`src/rtl/vmem_pkg.sv`:
```
// vmem_pkg: shared constants and types for the video/system SRAM arbiter.
//   - Slot numbering of the 16-cycle frame (video window first, host second).
//   - Access FSM state encoding and requester identifiers.
package vmem_pkg;

    localparam logic [3:0] VID_FIRST  = 4'd0;
    localparam logic [3:0] HOST_FIRST = 4'd8;
    localparam int         FRAME_LEN  = 16;

    // Gray-coded so the combinational strobe decodes (SRAM_WE_N, acks) never
    // pass through a neighbouring state's code on a transition.
    typedef enum logic [1:0] {
        IDLE = 2'b00,
        ACC1 = 2'b01,
        ACC2 = 2'b11,
        ACK  = 2'b10
    } acc_state_t;

    typedef enum logic {
        CPU = 1'b0,
        AUX = 1'b1
    } req_id_t;

    // Slot whose closing edge opens the window starting at 'slot'.
    function automatic logic [3:0] slot_before(input logic [3:0] slot);
        return slot - 4'd1;
    endfunction

endpackage

```
`src/rtl/vmem_slot_timer.sv`:
```
// vmem_slot_timer: frame slot counter and timing decode.
//   clk24, reset_n : clock and asynchronous active-low reset
//   retrace        : video outside visible Y area (sampled once per frame)
//   s              : current slot 0..15
//   rt_q           : retrace state latched for the current frame
//   ce12           : 12 MHz enable (s[0])
//   video_slice    : current slot belongs to video
//   pipe_ab        : plane-pair select (s[2])
//   host_start     : next edge opens the host window at slot 8
//   rt_start       : next edge opens a retrace host window at slot 0
//   frame_end      : current slot is the last of the frame
module vmem_slot_timer
    import vmem_pkg::*;
(
    input  logic       clk24,
    input  logic       reset_n,
    input  logic       retrace,
    output logic [3:0] s,
    output logic       rt_q,
    output logic       ce12,
    output logic       video_slice,
    output logic       pipe_ab,
    output logic       host_start,
    output logic       rt_start,
    output logic       frame_end
);

    always_ff @(posedge clk24 or negedge reset_n) begin
        if (!reset_n) begin
            s    <= 4'd0;
            rt_q <= 1'b0;
        end else begin
            // NOTE: sequential state uses non-blocking assignments so every
            // flop here samples the pre-edge value of s.
            s <= s + 4'd1;
            if (frame_end) begin
                rt_q <= retrace;
            end
        end
    end

    assign frame_end   = (s == 4'(FRAME_LEN - 1));
    assign ce12        = s[0];
    assign pipe_ab     = s[2];
    assign video_slice = ~s[3] & ~rt_q;

    assign host_start  = (s == slot_before(HOST_FIRST));
    // The retrace window opens on the same edge that latches rt_q, so it
    // must look at the live retrace input rather than rt_q.
    assign rt_start    = (s == slot_before(VID_FIRST)) & retrace;

endmodule

```
`src/rtl/vmem_arbiter.sv`:
```
// vmem_arbiter: time-slot scheduler and arbiter for the shared 8-bit SRAM.
//   clk24, reset_n          : clock and asynchronous active-low reset
//   retrace                 : video outside visible area
//   vid_addr / vid_data     : framebuffer fetch address / fetched byte
//   ce12, video_slice, pipe_ab : timing for the video path
//   cpu_* / aux_*           : host requesters (req/we/addr/wdata in, ack/rdata out)
//   SRAM_ADDR, SRAM_DQ_i, SRAM_DQ_o, SRAM_DQ_oe, SRAM_WE_N : SRAM pins
module vmem_arbiter
    import vmem_pkg::*;
#(
    parameter int ADDR_W     = 16,
    parameter int AUX_STARVE = 3
) (
    input  logic              clk24,
    input  logic              reset_n,
    input  logic              retrace,
    input  logic [ADDR_W-1:0] vid_addr,
    output logic [7:0]        vid_data,
    output logic              ce12,
    output logic              video_slice,
    output logic              pipe_ab,
    input  logic              cpu_req,
    input  logic              cpu_we,
    input  logic [ADDR_W-1:0] cpu_addr,
    input  logic [7:0]        cpu_wdata,
    output logic              cpu_ack,
    output logic [7:0]        cpu_rdata,
    input  logic              aux_req,
    input  logic              aux_we,
    input  logic [ADDR_W-1:0] aux_addr,
    input  logic [7:0]        aux_wdata,
    output logic              aux_ack,
    output logic [7:0]        aux_rdata,
    output logic [ADDR_W-1:0] SRAM_ADDR,
    input  logic [7:0]        SRAM_DQ_i,
    output logic [7:0]        SRAM_DQ_o,
    output logic              SRAM_DQ_oe,
    output logic              SRAM_WE_N
);

    localparam int STARVE_W = (AUX_STARVE < 1) ? 1 : $clog2(AUX_STARVE + 1);
    localparam logic [STARVE_W-1:0] STARVE_MAX = STARVE_W'(AUX_STARVE);

    logic [3:0] s;
    logic       rt_q;
    logic       host_start;
    logic       rt_start;
    logic       frame_end;

    vmem_slot_timer u_timer (
        .clk24       (clk24),
        .reset_n     (reset_n),
        .retrace     (retrace),
        .s           (s),
        .rt_q        (rt_q),
        .ce12        (ce12),
        .video_slice (video_slice),
        .pipe_ab     (pipe_ab),
        .host_start  (host_start),
        .rt_start    (rt_start),
        .frame_end   (frame_end)
    );

    acc_state_t          state_q, state_d;
    req_id_t             owner_q;
    logic                acc_we_q;
    logic [STARVE_W-1:0] starve_q;

    logic                win_start;
    logic                grant;
    logic                aux_pick;
    logic [ADDR_W-1:0]   pick_addr;
    logic [7:0]          pick_wdata;
    logic                pick_we;
    logic                vid_load;
    logic                vid_cap;

    assign win_start = host_start | rt_start;

    // Aux only overrides the CPU once it has lost AUX_STARVE windows in a row.
    assign aux_pick   = aux_req & (~cpu_req | (starve_q == STARVE_MAX));
    assign pick_addr  = aux_pick ? aux_addr  : cpu_addr;
    assign pick_wdata = aux_pick ? aux_wdata : cpu_wdata;
    assign pick_we    = aux_pick ? aux_we    : cpu_we;

    // Video fetch strobes. Slot 0's address is loaded on the frame's closing
    // edge, so it depends on whether the coming frame is a retrace frame.
    assign vid_load = frame_end ? ~retrace
                                : (~rt_q & ~s[3] & s[0] & (s != 4'd7));
    assign vid_cap  = ~rt_q & ~s[3] & s[0];

    always_comb begin
        // NOTE: defaults are assigned first so no branch can infer a latch.
        state_d = state_q;
        grant   = 1'b0;
        case (state_q)
            IDLE: begin
                if (win_start && (cpu_req || aux_req)) begin
                    grant   = 1'b1;
                    state_d = ACC1;
                end
            end
            ACC1:    state_d = ACC2;
            ACC2:    state_d = ACK;
            ACK:     state_d = IDLE;
            default: state_d = IDLE;
        endcase
    end

    always_ff @(posedge clk24 or negedge reset_n) begin
        if (!reset_n) begin
            state_q <= IDLE;
        end else begin
            state_q <= state_d;
        end
    end

    always_ff @(posedge clk24 or negedge reset_n) begin
        if (!reset_n) begin
            owner_q   <= CPU;
            acc_we_q  <= 1'b0;
            starve_q  <= '0;
            SRAM_ADDR <= '0;
            SRAM_DQ_o <= 8'h00;
            cpu_rdata <= 8'h00;
            aux_rdata <= 8'h00;
            vid_data  <= 8'h00;
        end else begin
            if (grant) begin
                owner_q   <= aux_pick ? AUX : CPU;
                acc_we_q  <= pick_we;
                SRAM_ADDR <= pick_addr;
                SRAM_DQ_o <= pick_wdata;
                if (aux_pick) begin
                    starve_q <= '0;
                end else if (aux_req && (starve_q != STARVE_MAX)) begin
                    starve_q <= starve_q + 1'b1;
                end
            end else if (vid_load) begin
                SRAM_ADDR <= vid_addr;
            end

            if (vid_cap) begin
                vid_data <= SRAM_DQ_i;
            end

            if (state_q == ACC2 && !acc_we_q) begin
                if (owner_q == AUX) begin
                    aux_rdata <= SRAM_DQ_i;
                end else begin
                    cpu_rdata <= SRAM_DQ_i;
                end
            end
        end
    end

    // Pin strobes decode straight from the state register so an asynchronous
    // reset releases the bus in the same instant it is asserted.
    assign SRAM_WE_N  = ~((state_q == ACC2) & acc_we_q);
    assign SRAM_DQ_oe = (state_q != IDLE) & acc_we_q;
    assign cpu_ack    = (state_q == ACK) & (owner_q == CPU);
    assign aux_ack    = (state_q == ACK) & (owner_q == AUX);

endmodule
```
`config.mk`:
```
export PLATFORM = sky130hd
export DESIGN_NAME = vmem_arbiter
export DESIGN_NICKNAME = d
export VERILOG_FILES = /design/src/rtl/vmem_pkg.sv /design/src/rtl/vmem_slot_timer.sv /design/src/rtl/vmem_arbiter.sv
export SDC_FILE = /design/constraint.sdc
export NUM_CORES = 1
export LEC_CHECK = 0
export ABC_AREA = 1
export ABC_CLOCK_PERIOD_IN_PS = 3220
export CAP_MARGIN = 40
export CORE_UTILIZATION = 40
export CTS_BUF_LIST = sky130_fd_sc_hd__clkbuf_8
export CTS_CLUSTER_DIAMETER = 100
export DETAILED_ROUTE_END_ITERATION = 12
export PLACE_DENSITY = 0.77
export SYNTH_ARGS = -nofsm -noshare
export SYNTH_HDL_FRONTEND = slang
export SYNTH_SLANG_ARGS = --single-unit
export TNS_END_PERCENT = 10
```
`constraint.sdc`:
```
create_clock -name clk24 -period 3.22 [get_ports clk24]
set_input_delay 0.322 -clock clk24 [delete_from_list [all_inputs] [get_ports clk24]]
set_output_delay 0.322 -clock clk24 [all_outputs]
set_load 0.01 [all_outputs]
```
==> impl_metrics.ini <==
[synthesis]
syn_inst = 381
synthDistinctLibCells = 29
syn_nets = 462
synth_area_um2 = 3090
syn_area_per_cell_um2 = 8.10
synth-seq-cells = 59
seq_area_frac_synth = 0.479
ys_warn_count = 0

[die]
rows = 31
die_area_um2 = 8070
fp.dieH_um = 89.8
io_pins = 134
core_area_um2 = 7370
start_util = 0.419
die_x_um = 89.8

[clock_network]
ctsHtreeMaxLevel = 3
postCtsSetupRepairBufs = 0
clock_latency_ns = 0.33
cts_root_buffer = clkbuf_8
path_clk_slew_ns = 0.06
cts_resized = 0
numCtsBuffers = 9
clock-sinks = 59
cts_buffer_depth = 2
cts_hold_buf = 1
cts_tree = yes

[route]
wirelength_mm = 7.87
vias = 2848
avgViaCountPerCell = 4.62
wl_met2_mm = 3.73
ant_nets = 0
wl_met1_mm = 3.57
drtPass1Iterations = 4
highest-signal-layer = met4
routedWlPerCell_um = 12.8
wl_met3_um = 449
drc_errors = 0
drt_iter0_drc = 107

[sta]
finalMaxSlewViolations = 0
finalHoldViolCount = 0
hold_slack_ns = 0.339
period_share = 0.614
clock_skew_ns = 0.00498
totalNegativeSetupSlack_ns = 0
fmax_mhz = 506
min_period_ns = 1.98
tightest_slew_ns = 0.584
rsz0062_at_grt = no
finalSetupViolCount = 0
slew_headroom = 0.610

[placed_design]
placed_cell_area_um2 = 4460
dp_hpwl_mm = 5.93
numPortBuffers = 133
dp_cells = 601
gp_congestion = 0.842

[critical_path]
arrival_ns = 2.24
cp.required_ns = 3.48
start_kind = flop
critPathKind = reg2reg
worstPathMaxFanout = 28
crit_start = starve_q[0]
setup.worst_path.end_class = flop
r2r-start = starve_q[0]

[finish]
mostFrequentLayoutCells = 148 x nand2_1, 132 x clkdlybuf4s50_1, 59 x dfrtp_1
fin_cells = 616
drive_gt1_frac = 0.122
stdcell_area_um2 = 4660
n_antenna_cell = 0
layout.nets = 595
final_common_cell = nand2_1
area_growth_pct = 50.9

[global_routing]
track_usage = 0.211
antenna_found_initial = 0
grt_first_pass_wirelength_mm = 13.6
grt_max_degree = 39
grt_pass1_vias = 2760
grt-ovfl-total = 0

[worst_hold_path]
min-delay-path-class = in2async

[power_and_ir_drop]
ir_drop_mv = 0.185
p_leak_nw = 2.27
p_per_area_nw_per_um2 = 535

[run_status]
outcome = completed

[run]
max_cap_violations = 0
logic make-up (layout without fill, tap and decap cells):
kind of cell | Yosys count | count (layout) | synth area share
xor gates and xnor gates | 1 | 1 | 0.00284
DFF | 59 | 59 | 0.479
adders and majority gates | 2 | 2 | 0.00811
buffers and inverters | 68 | 204 | 0.0998
and+or+nand+nor | 214 | 214 | 0.325
AOI/OAI and AO/OA | 37 | 37 | 0.0860
report_power, final:
| group | switching, mW | internal [mW] |
|---|---|---|
| clock | 0.270 | 0.364 |
| sequential | 0.112 | 0.911 |
| combinational | 0.351 | 0.480 |
synthesized netlist by cell type (all sizes together):
master  count  share of area
nand2     157           0.20
dfrtp      59           0.48
inv        53          0.065
o21ai      28          0.065
nand3      19          0.032
nand3b     16          0.039
buf        12          0.031
or2         9          0.018
nor2        8          0.017
o211ai      8          0.019
nor3        4         0.0081
clkbuf      3         0.0036
ha          2         0.0081
a21oi       1         0.0016
nand4       1         0.0069
xnor2       1         0.0028
per-stage QoR:
stage / util / setup slack (ns) / total power [mW]
4_1_cts: 0.632 / 1.22 / 2.52
3_5_place_dp: 0.606 / 0.964 / 1.87
6_report: 0.632 / 1.24 / 2.49
3_3_place_gp: 0.603 / 1.04 / 1.85
2_1_floorplan: - / 1.68 / 1.37
5_1_grt: 0.632 / 1.01 / 2.64
routing by layer:
metal,up-vias,track usage
met5,-,0
met1,1277,0.281
li1,1443,-
met4,0,0.0847
met3,14,0.0389
met2,114,0.340
sequential cells by signal, summed over array words and instances, names as in the netlist:
| register | count |
|---|---|
| SRAM_ADDR | 16 |
| SRAM_DQ_o | 8 |
| aux_rdata | 8 |
| cpu_rdata | 8 |
| vid_data | 8 |
| u_timer.s | 4 |
| starve_q | 2 |
| state_q | 2 |
| acc_we_q | 1 |
| owner_q | 1 |
| u_timer.rt_q | 1 |
worst max-delay path, cell delays in order, from the launching register on:
cell and delay [ns]:
dfrtp_1 0.40, ha_1 0.20, inv_1 0.07, nand2_2 0.20, nand2_2 0.45, inv_2 0.17, or2_2 0.30, o21ai_1 0.12
layout make-up:
| cell class | count | area, um^2 |
|---|---|---|
| clock buffers | 10 | 138 |
| clock inverters | 4 | 43.8 |
| fillers | 639 | 2710 |
| inverters | 53 | 201 |
| multi-input cells | 254 | 1300 |
| flip-flops and latches | 59 | 1480 |
| well taps | 99 | 124 |
| repair buffers | 137 | 1370 |
final timing paths:
path	depth (start not counted)	slack [ns]	end
min reg2reg	2	0.48	aux_rdata[6]
max reg2reg	7	1.24	starve_q[0]
max in group asynchronous	3	2.42	SRAM_DQ_o[1]
max	7	1.24	starve_q[0]
min in group clk24	2	0.48	aux_rdata[6]
min	2	0.34	vid_data[2]
No activity file was read; power rests on OpenSTA's default activity.
